[config.mk]
export PLATFORM = sky130hd
export DESIGN_NAME = serial_seq_ctrl
export DESIGN_NICKNAME = d
export VERILOG_FILES = /design/src/rtl/serial_seq_ctrl.sv
export SDC_FILE = /design/constraint.sdc
export NUM_CORES = 1
export LEC_CHECK = 0
export BUFFER_PORTS_ARGS = -buffer_cell sky130_fd_sc_hd__buf_2
export CELL_PAD_IN_SITES_DETAIL_PLACEMENT = 0
export CELL_PAD_IN_SITES_GLOBAL_PLACEMENT = 1
export CORE_MARGIN = 4
export CORE_UTILIZATION = 25
export DETAILED_ROUTE_END_ITERATION = 10
export GPL_ROUTABILITY_DRIVEN = 0
export PLACE_DENSITY = 0.51
export SLEW_MARGIN = 10
export SYNTH_ARGS = -nofsm -noshare
export SYNTH_HDL_FRONTEND = slang
export SYNTH_SLANG_ARGS = --single-unit
export TNS_END_PERCENT = 20
[constraint.sdc]
create_clock -name clk -period 3.3 [get_ports clk]
set_input_delay 0.33 -clock clk [delete_from_list [all_inputs] [get_ports clk]]
set_output_delay 0.33 -clock clk [all_outputs]
set_load 0.05 [all_outputs]
[src/rtl/serial_seq_ctrl.sv]
// Word-to-serial sequencer for a run-of-ones detector: flush bit, WIDTH data bits, hit collection.
// Optional build macro SERIAL_SEQ_MSB_FIRST_EN shifts the word MSB first (default LSB first).
module serial_seq_ctrl #(
  parameter int WIDTH   = 16,
  parameter int CNT_W   = 5,
  parameter int IDX_W   = 4,
  parameter int DET_LAT = 1
) (
  input  logic             clk,
  input  logic             rst,
  input  logic             start,
  input  logic [WIDTH-1:0] din,
  output logic             busy,
  output logic             done,
  output logic             det_stream,
  output logic             det_valid,
  input  logic             det_hit,
  output logic [CNT_W-1:0] hit_cnt,
  output logic [IDX_W-1:0] first_idx,
  output logic             first_valid
);
  typedef enum logic [2:0] {IDLE, LOAD, SHIFT, DRAIN, DONE} state_t;

  localparam int SW = $clog2(WIDTH + DET_LAT + 1);
  localparam logic [SW-1:0] S_LASTBIT = SW'(WIDTH - 1);
  localparam logic [SW-1:0] S_LAST    = SW'(WIDTH + DET_LAT - 1);
  localparam logic [SW-1:0] S_LAT     = SW'(DET_LAT);

  state_t           state, state_nxt;
  logic [SW-1:0]    s;
  logic [WIDTH-1:0] sreg, sreg_shifted;
  logic             sbit;
  logic             busy_d, done_d, det_valid_d, det_stream_d;
  logic             in_win;
  logic [SW-1:0]    rel;
  logic [IDX_W-1:0] idx;

`ifdef SERIAL_SEQ_MSB_FIRST_EN
  assign sbit         = sreg[WIDTH-1];
  assign sreg_shifted = sreg << 1;
  assign idx          = IDX_W'(S_LASTBIT - rel);
`else
  assign sbit         = sreg[0];
  assign sreg_shifted = sreg >> 1;
  assign idx          = IDX_W'(rel);
`endif

  // s is the sample index: 0 on the first SHIFT cycle, running through DRAIN
  assign rel    = s - S_LAT;
  assign in_win = (state == SHIFT || state == DRAIN) && (s >= S_LAT);

  always_ff @(posedge clk) begin
    if (rst) state <= IDLE;
    else     state <= state_nxt;
  end

  always_comb begin
    state_nxt = state;
    case (state)
      IDLE:    if (start) state_nxt = LOAD;
      LOAD:    state_nxt = SHIFT;
      SHIFT:   if (s == S_LASTBIT) state_nxt = (DET_LAT == 0) ? DONE : DRAIN;
      DRAIN:   if (s == S_LAST) state_nxt = DONE;
      DONE:    state_nxt = IDLE;
      default: state_nxt = IDLE;
    endcase
  end

  // outputs decoded from the next state so the registered copies line up with state
  always_comb begin
    busy_d       = (state_nxt != IDLE);
    done_d       = (state_nxt == DONE);
    det_valid_d  = (state_nxt == LOAD) || (state_nxt == SHIFT);
    det_stream_d = (state_nxt == SHIFT) && sbit;
  end

  always_ff @(posedge clk) begin
    if (rst) begin
      busy        <= 1'b0;
      done        <= 1'b0;
      det_valid   <= 1'b0;
      det_stream  <= 1'b0;
      sreg        <= '0;
      s           <= '0;
      hit_cnt     <= '0;
      first_idx   <= '0;
      first_valid <= 1'b0;
    end else begin
      busy       <= busy_d;
      done       <= done_d;
      det_valid  <= det_valid_d;
      det_stream <= det_stream_d;

      if (state == IDLE && start) sreg <= din;
      else if (state_nxt == SHIFT) sreg <= sreg_shifted;

      if (state == LOAD) s <= '0;
      else if (state == SHIFT || state == DRAIN) s <= s + 1'b1;

      if (state == IDLE && start) begin
        hit_cnt     <= '0;
        first_idx   <= '0;
        first_valid <= 1'b0;
      end else if (in_win && det_hit) begin
        if (hit_cnt != '1) hit_cnt <= hit_cnt + 1'b1;
        if (!first_valid) begin
          first_idx   <= idx;
          first_valid <= 1'b1;
        end
      end
    end
  end
endmodule
# == Word level (Yosys, flattened, before mapping) ==
# Index checks and enable logic that the tools add are counted.
# word_totals
reg_bits,38
# op_classes
n_eq_ne,9
add_sub_neg,3
order_cmp,1
reduce_logical,13
bitwise_logic,1
n_mux,6
# ops
operator,count
$mux 16,2
$pmux 3 s4,1
$add 5x1->5 const B,2
$eq 3x2->1 const B,3
$mux 3,3
$eq 3x1->1 const B,2
$eq 5x4->1 const B,1
$eq 5x5->1 const B,1
$ge 5x1->1 const B,1
$ne 5x5->1 const B,1
$logic_and 1x1->1,4
$reduce_and 2->1,2
$reduce_or 2->1,2
$sub 4x1->4 const B,1
$eq 3x3->1 const B,1
$logic_not 3->1,1
$reduce_bool 3->1,1
$logic_or 1x1->1,2
$reduce_bool 2->1,1
$not 1->1,1

# == Depth between registers and ports, before layout ==
# depth
ltp_word,6
ltp_mapped,8
mapped_depth_nobuf,7

# == Worst setup path before layout ==
# No wires, ideal clock.
# synth_path
path_kind,register to register
start,reg s[0]
end,reg sreg[10]
stages_incl_launch_ff,9
slack_ns,1.195
arrival_ns,1.990
n_path_buf,1
required_ns,3.185
setup_time_ns,0.115
path_cell_list,dfxtp_1 -> ha_1 -> and3_1 -> ha_1 -> or3b_4 -> o21a_1 -> o21ba_2 -> buf_6 -> a21o_2
# synth_via
elab_chain_cells,5
word_cells_on_any_way,7
cone_classes,eq/ne: 3; mux: 3; reduce/logical: 1
# synth_lines
item,line_no,text
start: declaration,30,logic [SW-1:0] s;
start signal: assignment,98,else if (state == SHIFT || state == DRAIN) s <= s + 1'b1;
$eq 5x5->1 / $eq 5x4->1 (equally long branches),"63, 62",
$mux 3 (on tied branches),"63, 62",
$pmux 3 s4 *,59,case (state)
$eq 3x2->1 *,95,else if (state_nxt == SHIFT) sreg <= sreg_shifted;
$reduce_bool 2->1 (no source line) *,-,
end signal: assignment,94,if (state == IDLE && start) sreg <= din;
end signal: assignment,95,
end: declaration,31,"logic [WIDTH-1:0] sreg, sreg_shifted;"
# Every way passes the cells marked *; elsewhere a longest branch is shown, timed or not.
# A chain may end at the register's enable or synchronous reset.

# == Worst setup path in the final report ==
# layout_path
start,reg s[0]
end,reg sreg[3]
# Same word-level chain as after synthesis.

==> flow_summary_export.csv <==
group,metric,value,unit
clock_network,cts_sinks,38,
synth,synthTopCellsByCount,"dfxtp_1 (38), nor2_1 (22), a22o_2 (15), a21o_2 (9), ha_1 (7)",
synth,syn_inst,172,
die,ios,34,
timing,finalHoldViolations,0,
synth,synth-async-reset-ratio,0,
timing,period_share,0.720,
timing,timing.setup.tns,0,ps
clock_network,cts_tree,"built",
die,std_cell_rows,30,
clock_network,cts_root_buf,"clkbuf_8",
timing,max_slew_margin,0.560,
synth,postSynthAreaPerCell,10.1,sq um
die,die-height,91.2,microns
synth,synth_top_flop_cell,"dfxtp_1",
timing,grt_setup_unrepaired,"false",
setup_path,path_max_fanout,16,
synth,synth_top_area_share,0.440,
timing,skew,7.65,ps
drt,drtPass1Iterations,4,
worst_hold_path,hold_class,"input pin to flop",
synth,synth-seq-area-share,0.440,
timing,max_freq,0.421,GHz
setup_path,criticalPathCategory,"flop to flop",
power,max-vdd-ir-drop,0.151,mV
setup_path,crit_top_cell,"ha_1",
placement,post-place-ws,900,ps
power,power_leakage,0.000923,uW
die,core-area,6760,sq um
setup_path,cp-start-kind,"flop",
drt,wirelength,3690,microns
layout,syn_to_final_growth,18.1,%
clock_network,cts_resized,0,
global_routing,grt_max_degree,17,
synth,ys_seq_elements,38,
die,initial_core_util,0.256,
drt,initialDrtViolationCount,28,
timing,period_needed,2380,ps
timing,tightest_slew,659,ps
synth,synth_area,1730,sq um
drt,wl_per_cell,13.0,microns
drt,drcViolationCount,0,
layout,final_nets,230,
timing,setup_ws,923,ps
global_routing,grt_pass1_wl,6310,microns
synth,synth_cell_types,44,
setup_path,startpoint,"s[0]$_SDFFE_PP0N_",
job,cap_violations,0,
synth,synth_nets,199,
die,dieArea,8320,sq um
timing,setup-violations-final,0,
drt,vias,1336,
timing,slew_viol_final,0,
worst_hold_path,hold_start,"din[15]",
clock_network,cts_hold_buf,0,
clock_network,cts_setup_buffers,0,
setup_path,endpoint_kind,"flop",
setup_path,crit_chain,"ha_1 -> and3_1 -> ha_1 -> or3b_4 -> a211oi_4 -> a22o_2 -> a21o_1",
clock_network,clk_pin_slew,80,ps
global_routing,antenna_found_initial,0,
clock_network,clk_path_buf_depth,2,
synth,synth_most_common_cell,"dfxtp_1",
placement,dpl.hpwl,2630,microns
outcome,status,"finished, final reports clean",
layout,drive_above_1_share,0.373,
clock_network,clock_latency,290,ps
power,power,1020,uW
setup_path,worst_path_max_delay_cell,"a211oi_4",
global_routing,grt_pass1_vias,1376,
setup_path,rr_startpoint,"s[0]$_SDFFE_PP0N_",
setup_path,arrival,2610,ps
drt,vias_per_cell,4.70,
power,p_per_area,500,nW/um^2
placement,io_buffers,33,
clock_network,cts_max_level,2,
die,die_w,91.2,microns
synth,synth-edff-count,0,
synth,synth_warnings,0,
clock_network,cts_inserted_buffers,5,
layout,diodes,0,
setup_path,cpPeakStageDelay,600,ps
setup_path,required,3540,ps
global_routing,grt_usage,0.0934,
layout,fin_util,0.302,
synth,synth_largest_area_cell,"dfxtp_1",
global_routing,grt_overflow,0,
drt,ant_nets,0,
synth,synth_area_leaders,"dfxtp_1 (44%), a22o_2 (8.7%), ha_1 (5.1%)",
layer usage:
layer	share of wire	global-route usage	routed length [microns]	vias to the layer above
met2	0.46	0.155	1700	21
met4	0.020	0.0389	75	0
met1	0.48	0.110	1780	619
met3	0.038	0.0315	140	8
met5	0	0	0	-
li1	-	-	-	688
layout make-up:
cell class,instances,area (sq um)
Inverter,4,15.0
Clock inverter,3,45.0
Multi-Input combinational cell,121,888
Clock buffer,5,68.8
Fill cell,740,4710
Tap cell,80,100
Sequential cell,38,761
Timing Repair Buffer,33,165
sequential cells by signal, summed over array words and instances, names as in the netlist:
signal / flops
sreg: 16
hit_cnt: 5
done: 1
det_stream: 1
first_idx: 4
busy: 1
s: 5
first_valid: 1
det_valid: 1
state: 3
where the power goes:
part	total (uW)	internal [uW]	switching (uW)
Combinational	122	54.9	66.8
Sequential	500	482	18.0
Clock	400	225	175
Total	1020	762	260
path summary, 6_finish.rpt:
path / endpoint / slack (ps) / depth (start not counted)
setup reg to reg: sreg[3]$_SDFFE_PP0P_ / 920 / 7
hold reg to reg: sreg[0]$_SDFFE_PP0P_ / 450 / 1
setup / recovery: sreg[3]$_SDFFE_PP0P_ / 920 / 7
hold / removal: sreg[15]$_SDFFE_PP0P_ / 280 / 3
worst max-delay path, delay by kind of cell (launching register included):
family / cells / cell delay [ps]
flops: 1 / 390
compound gates: 3 / 940
simple gates: 2 / 570
fa+ha+maj: 2 / 430
cell usage in the layout, fill, tap and decap left out, types with 2 or more instances in the layout:
| master | n |
|---|---|
| a21o_2 | 9 |
| inv_1 | 4 |
| a21o_1 | 6 |
| mux2_2 | 2 |
| nor4_1 | 4 |
| and3_1 | 2 |
| clkinvlp_4 | 2 |
| a211oi_1 | 2 |
| or2_2 | 2 |
| mux2i_1 | 2 |
| dfxtp_1 | 38 |
| buf_2 | 33 |
| nor2_1 | 22 |
| o31ai_1 | 2 |
| a22oi_1 | 4 |
| xnor2_1 | 2 |
| nand2_1 | 6 |
| ha_1 | 7 |
| nand3_1 | 3 |
| nor3_1 | 5 |
| clkbuf_8 | 5 |
| a22o_2 | 15 |
| a21oi_1 | 5 |
stage by stage:
| stage | instances | hold WS (ps) | cell area [sq um] |
|---|---|---|---|
| floorplan | 172 | 409 | 1730 |
| global placement | 276 | 425 | 1930 |
| detailed placement | 276 | 432 | 1930 |
| CTS | 284 | 269 | 2040 |
| global route | 284 | 259 | 2040 |
| finish | 284 | 281 | 2040 |
cell families (layout without fill, tap and decap cells):
group,count (synthesis),count (layout),synth area share
and+or+nand+nor,54,54,0.163
muxes,4,4,0.0246
AOI/OAI and AO/OA,53,53,0.260
buffers and inverters,13,45,0.0470
adders and majority gates,7,7,0.0506
DFF,38,38,0.440
xor gates and xnor gates,3,3,0.0152
Power figures use the tool's default switching activity.
